File: config.mk
export PLATFORM = sky130hd
export DESIGN_NAME = csa_accumulator_flat
export DESIGN_NICKNAME = d
export VERILOG_FILES = /design/src/rtl/csa_acc_pkg.sv /design/src/rtl/csa_accumulator_if.sv /design/src/rtl/carry_save_adder.sv /design/src/rtl/csa_accumulator.sv /design/src/flat_wrapper.sv
export SDC_FILE = /design/constraint.sdc
export NUM_CORES = 1
export LEC_CHECK = 0
export CAP_MARGIN = 25
export CELL_PAD_IN_SITES_DETAIL_PLACEMENT = 0
export CELL_PAD_IN_SITES_GLOBAL_PLACEMENT = 1
export CORE_MARGIN = 4
export CORE_UTILIZATION = 44
export DETAILED_ROUTE_END_ITERATION = 8
export PLACE_DENSITY_LB_ADDON = 0.15
export SYNTH_ARGS = -nofsm -noshare
export SYNTH_HDL_FRONTEND = slang
export SYNTH_SLANG_ARGS = --single-unit
File: constraint.sdc
create_clock -name clk -period 7.38 [get_ports clk]
set_input_delay 1.845 -clock clk [delete_from_list [all_inputs] [get_ports clk]]
set_output_delay 1.845 -clock clk [all_outputs]
set_load 0.01 [all_outputs]
File: src/rtl/csa_acc_pkg.sv
// -----------------------------------------------------------------------------
// csa_acc_pkg
// Shared types and helpers for the carry-save streaming accumulator.
//   state_t : ACCUM (folding operands), RESOLVE (chunked carry propagation),
//             DONE (result presented on the output handshake)
//   n_res() : number of resolve cycles for a given width and chunk size
// Optional feature macro used by this slice: CSA_ACC_OVF_EN.
// -----------------------------------------------------------------------------
package csa_acc_pkg;

    typedef enum logic [1:0] {
        ACCUM   = 2'd0,
        RESOLVE = 2'd1,
        DONE    = 2'd2
    } state_t;

    // Resolve cycles needed to turn the S/C pair into a binary result.
    function automatic int n_res(input int width, input int chunk);
        return width / chunk;
    endfunction

endpackage

File: src/rtl/csa_accumulator_if.sv
// -----------------------------------------------------------------------------
// csa_accumulator_if
// Operand stream in, frame result out, plus the busy indicator.
//   in_valid/in_ready/in_data/in_last    : operand stream (master -> slave)
//   out_valid/out_ready/out_data         : result stream  (slave -> master)
//   busy                                 : slave status
//   out_ovf                              : frame overflow, only with CSA_ACC_OVF_EN
// master = operand source / result sink, slave = accumulator.
// -----------------------------------------------------------------------------
interface csa_accumulator_if #(
    parameter int WIDTH = 8
);
    logic             in_valid;
    logic             in_ready;
    logic [WIDTH-1:0] in_data;
    logic             in_last;
    logic             out_valid;
    logic             out_ready;
    logic [WIDTH-1:0] out_data;
    logic             busy;
`ifdef CSA_ACC_OVF_EN
    logic             out_ovf;

    modport master (
        output in_valid, in_data, in_last, out_ready,
        input  in_ready, out_valid, out_data, busy, out_ovf
    );
    modport slave (
        input  in_valid, in_data, in_last, out_ready,
        output in_ready, out_valid, out_data, busy, out_ovf
    );
`else
    modport master (
        output in_valid, in_data, in_last, out_ready,
        input  in_ready, out_valid, out_data, busy
    );
    modport slave (
        input  in_valid, in_data, in_last, out_ready,
        output in_ready, out_valid, out_data, busy
    );
`endif
endinterface

File: src/rtl/carry_save_adder.sv
// -----------------------------------------------------------------------------
// carry_save_adder
// Bitwise 3:2 compressor: in_1 + in_2 + c_in == sum + (c_out << 1).
//   in_1, in_2, c_in : three WIDTH-bit addends
//   sum              : per-bit XOR
//   c_out            : per-bit majority (carry, not yet shifted)
// -----------------------------------------------------------------------------
module carry_save_adder #(
    parameter int WIDTH = 8
) (
    input  logic [WIDTH-1:0] in_1,
    input  logic [WIDTH-1:0] in_2,
    input  logic [WIDTH-1:0] c_in,
    output logic [WIDTH-1:0] sum,
    output logic [WIDTH-1:0] c_out
);
    assign sum   = in_1 ^ in_2 ^ c_in;
    assign c_out = (in_1 & in_2) | (in_1 & c_in) | (in_2 & c_in);
endmodule

File: src/rtl/csa_accumulator.sv
// -----------------------------------------------------------------------------
// csa_accumulator
// Streaming multi-operand accumulator. Operands are folded into a redundant
// S/C pair with no carry propagation; on the last beat of a frame the pair is
// resolved CHUNK bits per cycle and the binary result (mod 2^WIDTH) is offered
// on the output handshake.
//   clk : rising-edge clock
//   rst : synchronous, active-high reset (discards any partial frame)
//   bus : csa_accumulator_if.slave (operand stream, result stream, busy)
// Optional: define CSA_ACC_OVF_EN to add bus.out_ovf, a sticky flag that is 1
// when the true unsigned frame sum does not fit in WIDTH bits.
// -----------------------------------------------------------------------------
module csa_accumulator
    import csa_acc_pkg::*;
#(
    parameter int WIDTH = 8,
    parameter int CHUNK = 4
) (
    input  logic              clk,
    input  logic              rst,
    csa_accumulator_if.slave  bus
);
    localparam int N_RES = n_res(WIDTH, CHUNK);
    // Counts 0..N_RES: N_RES resolve cycles plus one settle cycle before DONE.
    localparam int IDX_W = $clog2(N_RES + 1);

    if (WIDTH % CHUNK != 0) begin : g_width_check
        $error("csa_accumulator: WIDTH must be a multiple of CHUNK");
    end

    state_t             state, state_nx;
    logic [WIDTH-1:0]   s, c, r;
    logic [WIDTH-1:0]   csa_sum, csa_cout;
    logic [IDX_W-1:0]   res_idx;
    logic               res_cy;
    logic [CHUNK-1:0]   s_chunk, c_chunk;
    logic [CHUNK:0]     chunk_sum;
    logic               accept, handshake, last_chunk, res_done;

    carry_save_adder #(.WIDTH(WIDTH)) u_csa (
        .in_1  (s),
        .in_2  (c),
        .c_in  (bus.in_data),
        .sum   (csa_sum),
        .c_out (csa_cout)
    );

    assign accept     = (state == ACCUM) && bus.in_valid;
    assign handshake  = (state == DONE) && bus.out_ready;
    assign last_chunk = (res_idx == IDX_W'(N_RES - 1));
    assign res_done   = (res_idx == IDX_W'(N_RES));

    // Chunk selector for the resolver; during the settle cycle nothing matches
    // and the sum is never written back.
    always_comb begin
        // NOTE: every comb output gets a default first so no latch is inferred.
        s_chunk = '0;
        c_chunk = '0;
        for (int k = 0; k < N_RES; k++) begin
            if (res_idx == IDX_W'(k)) begin
                s_chunk = s[k*CHUNK +: CHUNK];
                c_chunk = c[k*CHUNK +: CHUNK];
            end
        end
        chunk_sum = {1'b0, s_chunk} + {1'b0, c_chunk} + {{CHUNK{1'b0}}, res_cy};
    end

    // FSM: state register
    always_ff @(posedge clk) begin
        // NOTE: sequential state uses non-blocking assignments only.
        if (rst) state <= ACCUM;
        else     state <= state_nx;
    end

    // FSM: next-state logic
    always_comb begin
        state_nx = state;
        unique case (state)
            ACCUM:   if (accept && bus.in_last) state_nx = RESOLVE;
            RESOLVE: if (res_done)              state_nx = DONE;
            DONE:    if (handshake)             state_nx = ACCUM;
            default:                            state_nx = ACCUM;
        endcase
    end

    // FSM: outputs (state and registered datapath only)
    always_comb begin
        bus.in_ready  = (state == ACCUM);
        bus.out_valid = (state == DONE);
        bus.busy      = (state != ACCUM) || ((s + c) != '0);
    end

    assign bus.out_data = r;

`ifdef CSA_ACC_OVF_EN
    logic ovf;
    assign bus.out_ovf = ovf;
`else
    logic unused_cout_msb;
    assign unused_cout_msb = csa_cout[WIDTH-1];
`endif

    // Datapath
    always_ff @(posedge clk) begin
        if (rst) begin
            s       <= '0;
            c       <= '0;
            r       <= '0;
            res_idx <= '0;
            res_cy  <= 1'b0;
`ifdef CSA_ACC_OVF_EN
            ovf     <= 1'b0;
`endif
        end else begin
            unique case (state)
                ACCUM: begin
                    if (accept) begin
                        s <= csa_sum;
                        // Carry MSB falls off the top: the sum is modulo 2^WIDTH.
                        c <= {csa_cout[WIDTH-2:0], 1'b0};
`ifdef CSA_ACC_OVF_EN
                        ovf <= ovf | csa_cout[WIDTH-1];
`endif
                        if (bus.in_last) begin
                            res_idx <= '0;
                            res_cy  <= 1'b0;
                        end
                    end
                end
                RESOLVE: begin
                    for (int k = 0; k < N_RES; k++) begin
                        if (res_idx == IDX_W'(k)) r[k*CHUNK +: CHUNK] <= chunk_sum[CHUNK-1:0];
                    end
                    if (!res_done) begin
                        res_cy  <= chunk_sum[CHUNK];
                        res_idx <= res_idx + 1'b1;
                    end
`ifdef CSA_ACC_OVF_EN
                    if (last_chunk) ovf <= ovf | chunk_sum[CHUNK];
`endif
                end
                DONE: begin
                    if (handshake) begin
                        s <= '0;
                        c <= '0;
`ifdef CSA_ACC_OVF_EN
                        ovf <= 1'b0;
`endif
                    end
                end
                default: ;
            endcase
        end
    end

`ifndef CSA_ACC_OVF_EN
    logic unused_last_chunk;
    assign unused_last_chunk = last_chunk;
`endif

endmodule

File: src/flat_wrapper.sv
// flat-port wrapper written by rule: the top's interface ports become plain ports
module csa_accumulator_flat import csa_acc_pkg::*;
#(
    parameter int WIDTH = 8,
    parameter int CHUNK = 4
)
  (clk, rst, bus_in_valid, bus_in_data, bus_in_last, bus_out_ready, bus_in_ready, bus_out_valid, bus_out_data, bus_busy);
  csa_accumulator_if #(.WIDTH(WIDTH)) bus_i ();
  input  logic clk;
  input  logic rst;
  input wire logic [$bits(bus_i.in_valid)-1:0] bus_in_valid;
  input wire logic [$bits(bus_i.in_data)-1:0] bus_in_data;
  input wire logic [$bits(bus_i.in_last)-1:0] bus_in_last;
  input wire logic [$bits(bus_i.out_ready)-1:0] bus_out_ready;
  output wire logic [$bits(bus_i.in_ready)-1:0] bus_in_ready;
  output wire logic [$bits(bus_i.out_valid)-1:0] bus_out_valid;
  output wire logic [$bits(bus_i.out_data)-1:0] bus_out_data;
  output wire logic [$bits(bus_i.busy)-1:0] bus_busy;
  assign bus_i.in_valid = bus_in_valid;
  assign bus_i.in_data = bus_in_data;
  assign bus_i.in_last = bus_in_last;
  assign bus_i.out_ready = bus_out_ready;
  assign bus_in_ready = bus_i.in_ready;
  assign bus_out_valid = bus_i.out_valid;
  assign bus_out_data = bus_i.out_data;
  assign bus_busy = bus_i.busy;
  csa_accumulator #(.WIDTH(WIDTH), .CHUNK(CHUNK)) u_core (.clk(clk), .rst(rst), .bus(bus_i));
endmodule
==> summary.md <==
| Metric | Value |
|---|---|
| ANT nets after route | `0` |
| Worst R2R Path Depth | `8` |
| Fin crit period | `4700 ps` |
| Fill cell count | `355` |
| First-pass DRT Iterations | `4` |
| Worst r2r dst | `u_core.bus.out_data[7]` |
| Area leader, netlist | `dfxtp_1` |
| Ys flop type | `dfxtp_1` |
| RePlAce Congestion | `0.962` |
| CP max-delay cell | `or4b_1` |
| Ant diodes | `0` |
| Crit start category | `flop` |
| Register area share after synthesis | `32.3%` |
| Final-report hold violation count | `0` |
| Syn_area_per_cell | `8.59 µm²` |
| Crit path arrival time | `2850 ps` |
| Crit-path cells | `ha_1 -> fa_1 -> a211oi_2 -> o21ba_1 -> o2111ai_1 -> or4b_1 -> clkdlybuf4s50_1` |
| # clock sinks | `28` |
| Place WS | `3010 ps` |
| Rows | `22` |
| EDFF count, synth | `0` |
| CP endpoint kind | `output port` |
| Total Routing Usage GR | `16.6%` |
| Synth unique cells | `37` |
| Post-Route WL | `3.86 mm` |
| Final Skew | `6.57 ps` |
| Max IR drop VDD | `0.127 mV` |
| Via/cell ratio | `5.56` |
| Area share of the largest cell type after synthesis | `32.3%` |
| Dpl hpwl | `2.91 mm` |
| Clock transition at path regs | `100 ps` |
| Slew HR | `26.9%` |
| Final global-route overflow total | `0` |
| Max incr delay on CP | `490 ps` |
| Top delay family on crit path | `adder cells` |
| RSZ-0062 raised after global routing | `false` |
| Fin worst setup slack | `2680 ps` |
| Lkg Pwr | `0.816 nW` |
| Critical Path RT | `5540 ps` |
| Yosys Warn Count | `0` |
| Hold_sp | `u_core.bus.out_data[5]` |
| Initial core utilization | `46.4%` |
| Die ar. | `5010 µm²` |
| Async S/R FF share, synth | `0%` |
| Mapped cell area | `1740 µm²` |
| Vias in the first global route | `1498` |
| Area growth syn-to-layout | `19.3%` |
| WL met1 | `1.79 mm` |
| Setup bufs post-CTS | `0` |
| Register area | `561 µm²` |
| Worst Path Buf+Inv | `1` |
| # setup viols final | `0` |
| Synth top area cells | `dfxtp_1, fa_1, ha_1, nor2_1, a22oi_1` |
| Hold-fix buffers, CTS | `0` |
| Residual DRC | `0` |
| Final net count | `257` |
| 1st-iter DRT viols | `123` |
| Routed wire per std cell | `14.4 µm` |
| First-pass GRT wire length | `6.79 mm` |
| CTS tree | `done` |
| Slew Limit Fails | `0` |
| Area of the multi-input gates | `1100 µm²` |
| Clock latency at the later pin of the worst-skew pair | `280 ps` |
| Met2 WL | `1.79 mm` |
| Height of the die | `70.8 µm` |
| Max FO, Critical Path | `4` |
| Period utilisation layout | `63.6%` |
| IO buf count | `23` |
| FF-to-FF setup slack | `4900 ps` |
| CTS buffer count | `3` |
| Reg2reg start | `u_core.res_idx[1]` |
| Vias | `1495` |
| Post-synth net total | `237` |
| Setup TNS after final layout | `0 ps` |
| Setup CP Type | `flop to output port` |
| CTS root buffer | `clkbuf_8` |
| H-Tree Depth | `1` |
| Die W | `70.8 µm` |
| Worst Tran Pin Value | `1090 ps` |
| Number of stages on the worst hold path | `2` |
| FMAX | `213 MHz` |
| DR top layer | `met4` |
| WL met3 | `203 µm` |
| # Max-Cap Violations | `0` |
| Flops & latches, synth | `28` |
| # IOs | `24` |
| Pwr Density | `178 nW/µm²` |
| CTS resizes | `0` |
| Hold Path End | `u_core.bus.out_data[5]` |
| Initial antenna violation count | `0` |
| Syn Inst Count | `202` |
| CTS max path bufs | `2` |
| Core footprint | `3740 µm²` |
| Layout cell share with drive strength beyond 1 | `4.07%` |
| HP Class | `flop to flop` |
| Largest net degree at the start of global routing | `31` |
| Status | `complete, no violations` |
==> layout make-up <==
cell class	instances	area share (%)
Clock buffer	3	1.99
Clock inverter	1	1.45
Inverter	10	1.81
Multi-Input combinational cell	155	52.9
Sequential cell	28	27.1
Tap cell	48	2.90
Timing Repair Buffer	24	11.8
==> logic make-up (layout without fill, tap and decap cells) <==
kind of cell	Yosys count	in the layout	synth area share (%)
flip-flops	28	28	32.3
AO/OA/AOI/OAI	50	50	18.8
multiplexers	2	2	1.15
adder cells (fa/ha/maj)	22	22	19.8
buffers and inverters	19	38	4.54
AND/OR/NAND/NOR	77	77	21.4
XOR/XNOR	4	4	2.02
==> worst reg2reg max path: cells and delay by family, from the launching register on <==
family / cells / cell delay (ps)
adders and majority gates: 2 / 660
AOI/OAI and AO/OA: 4 / 1160
DFF: 1 / 370
buffers and inverters: 1 / 70
and+or+nand+nor: 1 / 130
==> flip-flops by register name (all words and copies together), names as in the netlist <==
register / cells
u_core.bus.out_data: 8
u_core.s: 8
u_core.c: 7
u_core.res_idx: 2
u_core.state: 2
u_core.res_cy: 1
==> through the flow <==
stage | std cells | utilization (%) | hold WS (ps) | total power, mW | cell area [µm²]
global route | 269 | 55.3 | 481 | 0.392 | 2070
CTS | 268 | 54.9 | 468 | 0.371 | 2060
floorplan | 202 | - | 448 | 0.220 | 1740
detailed placement | 264 | 53.0 | 453 | 0.248 | 1980
finish | 269 | 55.3 | 471 | 0.369 | 2070
global placement | 264 | 53.0 | 447 | 0.245 | 1980
==> per-layer routing <==
metal,up-vias,track usage (%)
li1,736,-
met5,-,0
met1,709,21.8
met3,10,3.98
met2,40,27.2
met4,0,4.59
==> cell usage in the layout, fill, tap and decap left out <==
cell type / count
a211oi_2: 1
nand3b_1: 2
a21oi_1: 14
xnor2_1: 3
and2b_1: 1
o41ai_1: 2
o21ba_1: 1
ha_1: 13
dfxtp_1: 28
buf_8: 1
nor3b_1: 4
a21o_1: 1
or4b_1: 1
clkbuf_8: 3
mux2i_1: 2
and2_1: 2
o21ai_0: 9
a22oi_1: 13
a211oi_1: 6
nand2_1: 22
nor2b_1: 8
bufinv_16: 1
inv_1: 10
fa_1: 9
xor2_1: 1
or2_2: 1
nand3_1: 3
nor3b_2: 1
o2111ai_1: 1
clkdlybuf4s50_1: 23
nor4_1: 1
a21boi_0: 1
nor2_1: 29
or3b_2: 1
or2_1: 1
o21ai_1: 1
==> worst max-delay path by stage <==
stage	startpoint	end	slack, ps	depth (start not counted)
final	u_core.c[1]	bus_busy	2680	7
after global routing	u_core.c[1]	bus_busy	2550	7
after CTS	u_core.c[1]	bus_busy	2670	7
after detailed placement	u_core.c[1]	bus_busy	3010	7
after global placement	u_core.c[1]	bus_busy	3050	7
after floorplan	u_core.c[1]	bus_busy	3550	6
==> power breakdown <==
group | total [mW] | internal, mW | switching (mW)
logic | 0.0776 | 0.0378 | 0.0398
clock network | 0.123 | 0.0727 | 0.0507
registers | 0.168 | 0.159 | 0.00952
total | 0.369 | 0.269 | 0.100
==> cell usage after synthesis (all sizes together), types with 3 or more instances <==
| cell | number |
|---|---|
| buf | 4 |
| a21oi | 14 |
| nor3b | 5 |
| o21ai | 10 |
| nor2b | 8 |
| dfxtp | 28 |
| fa | 9 |
| ha | 13 |
| a22oi | 13 |
| nand2 | 22 |
| nor2 | 29 |
| xnor2 | 3 |
| nand3 | 3 |
| a211oi | 7 |
| inv | 10 |
| clkbuf | 5 |
Note: power is estimated with default switching activity, not from simulation.
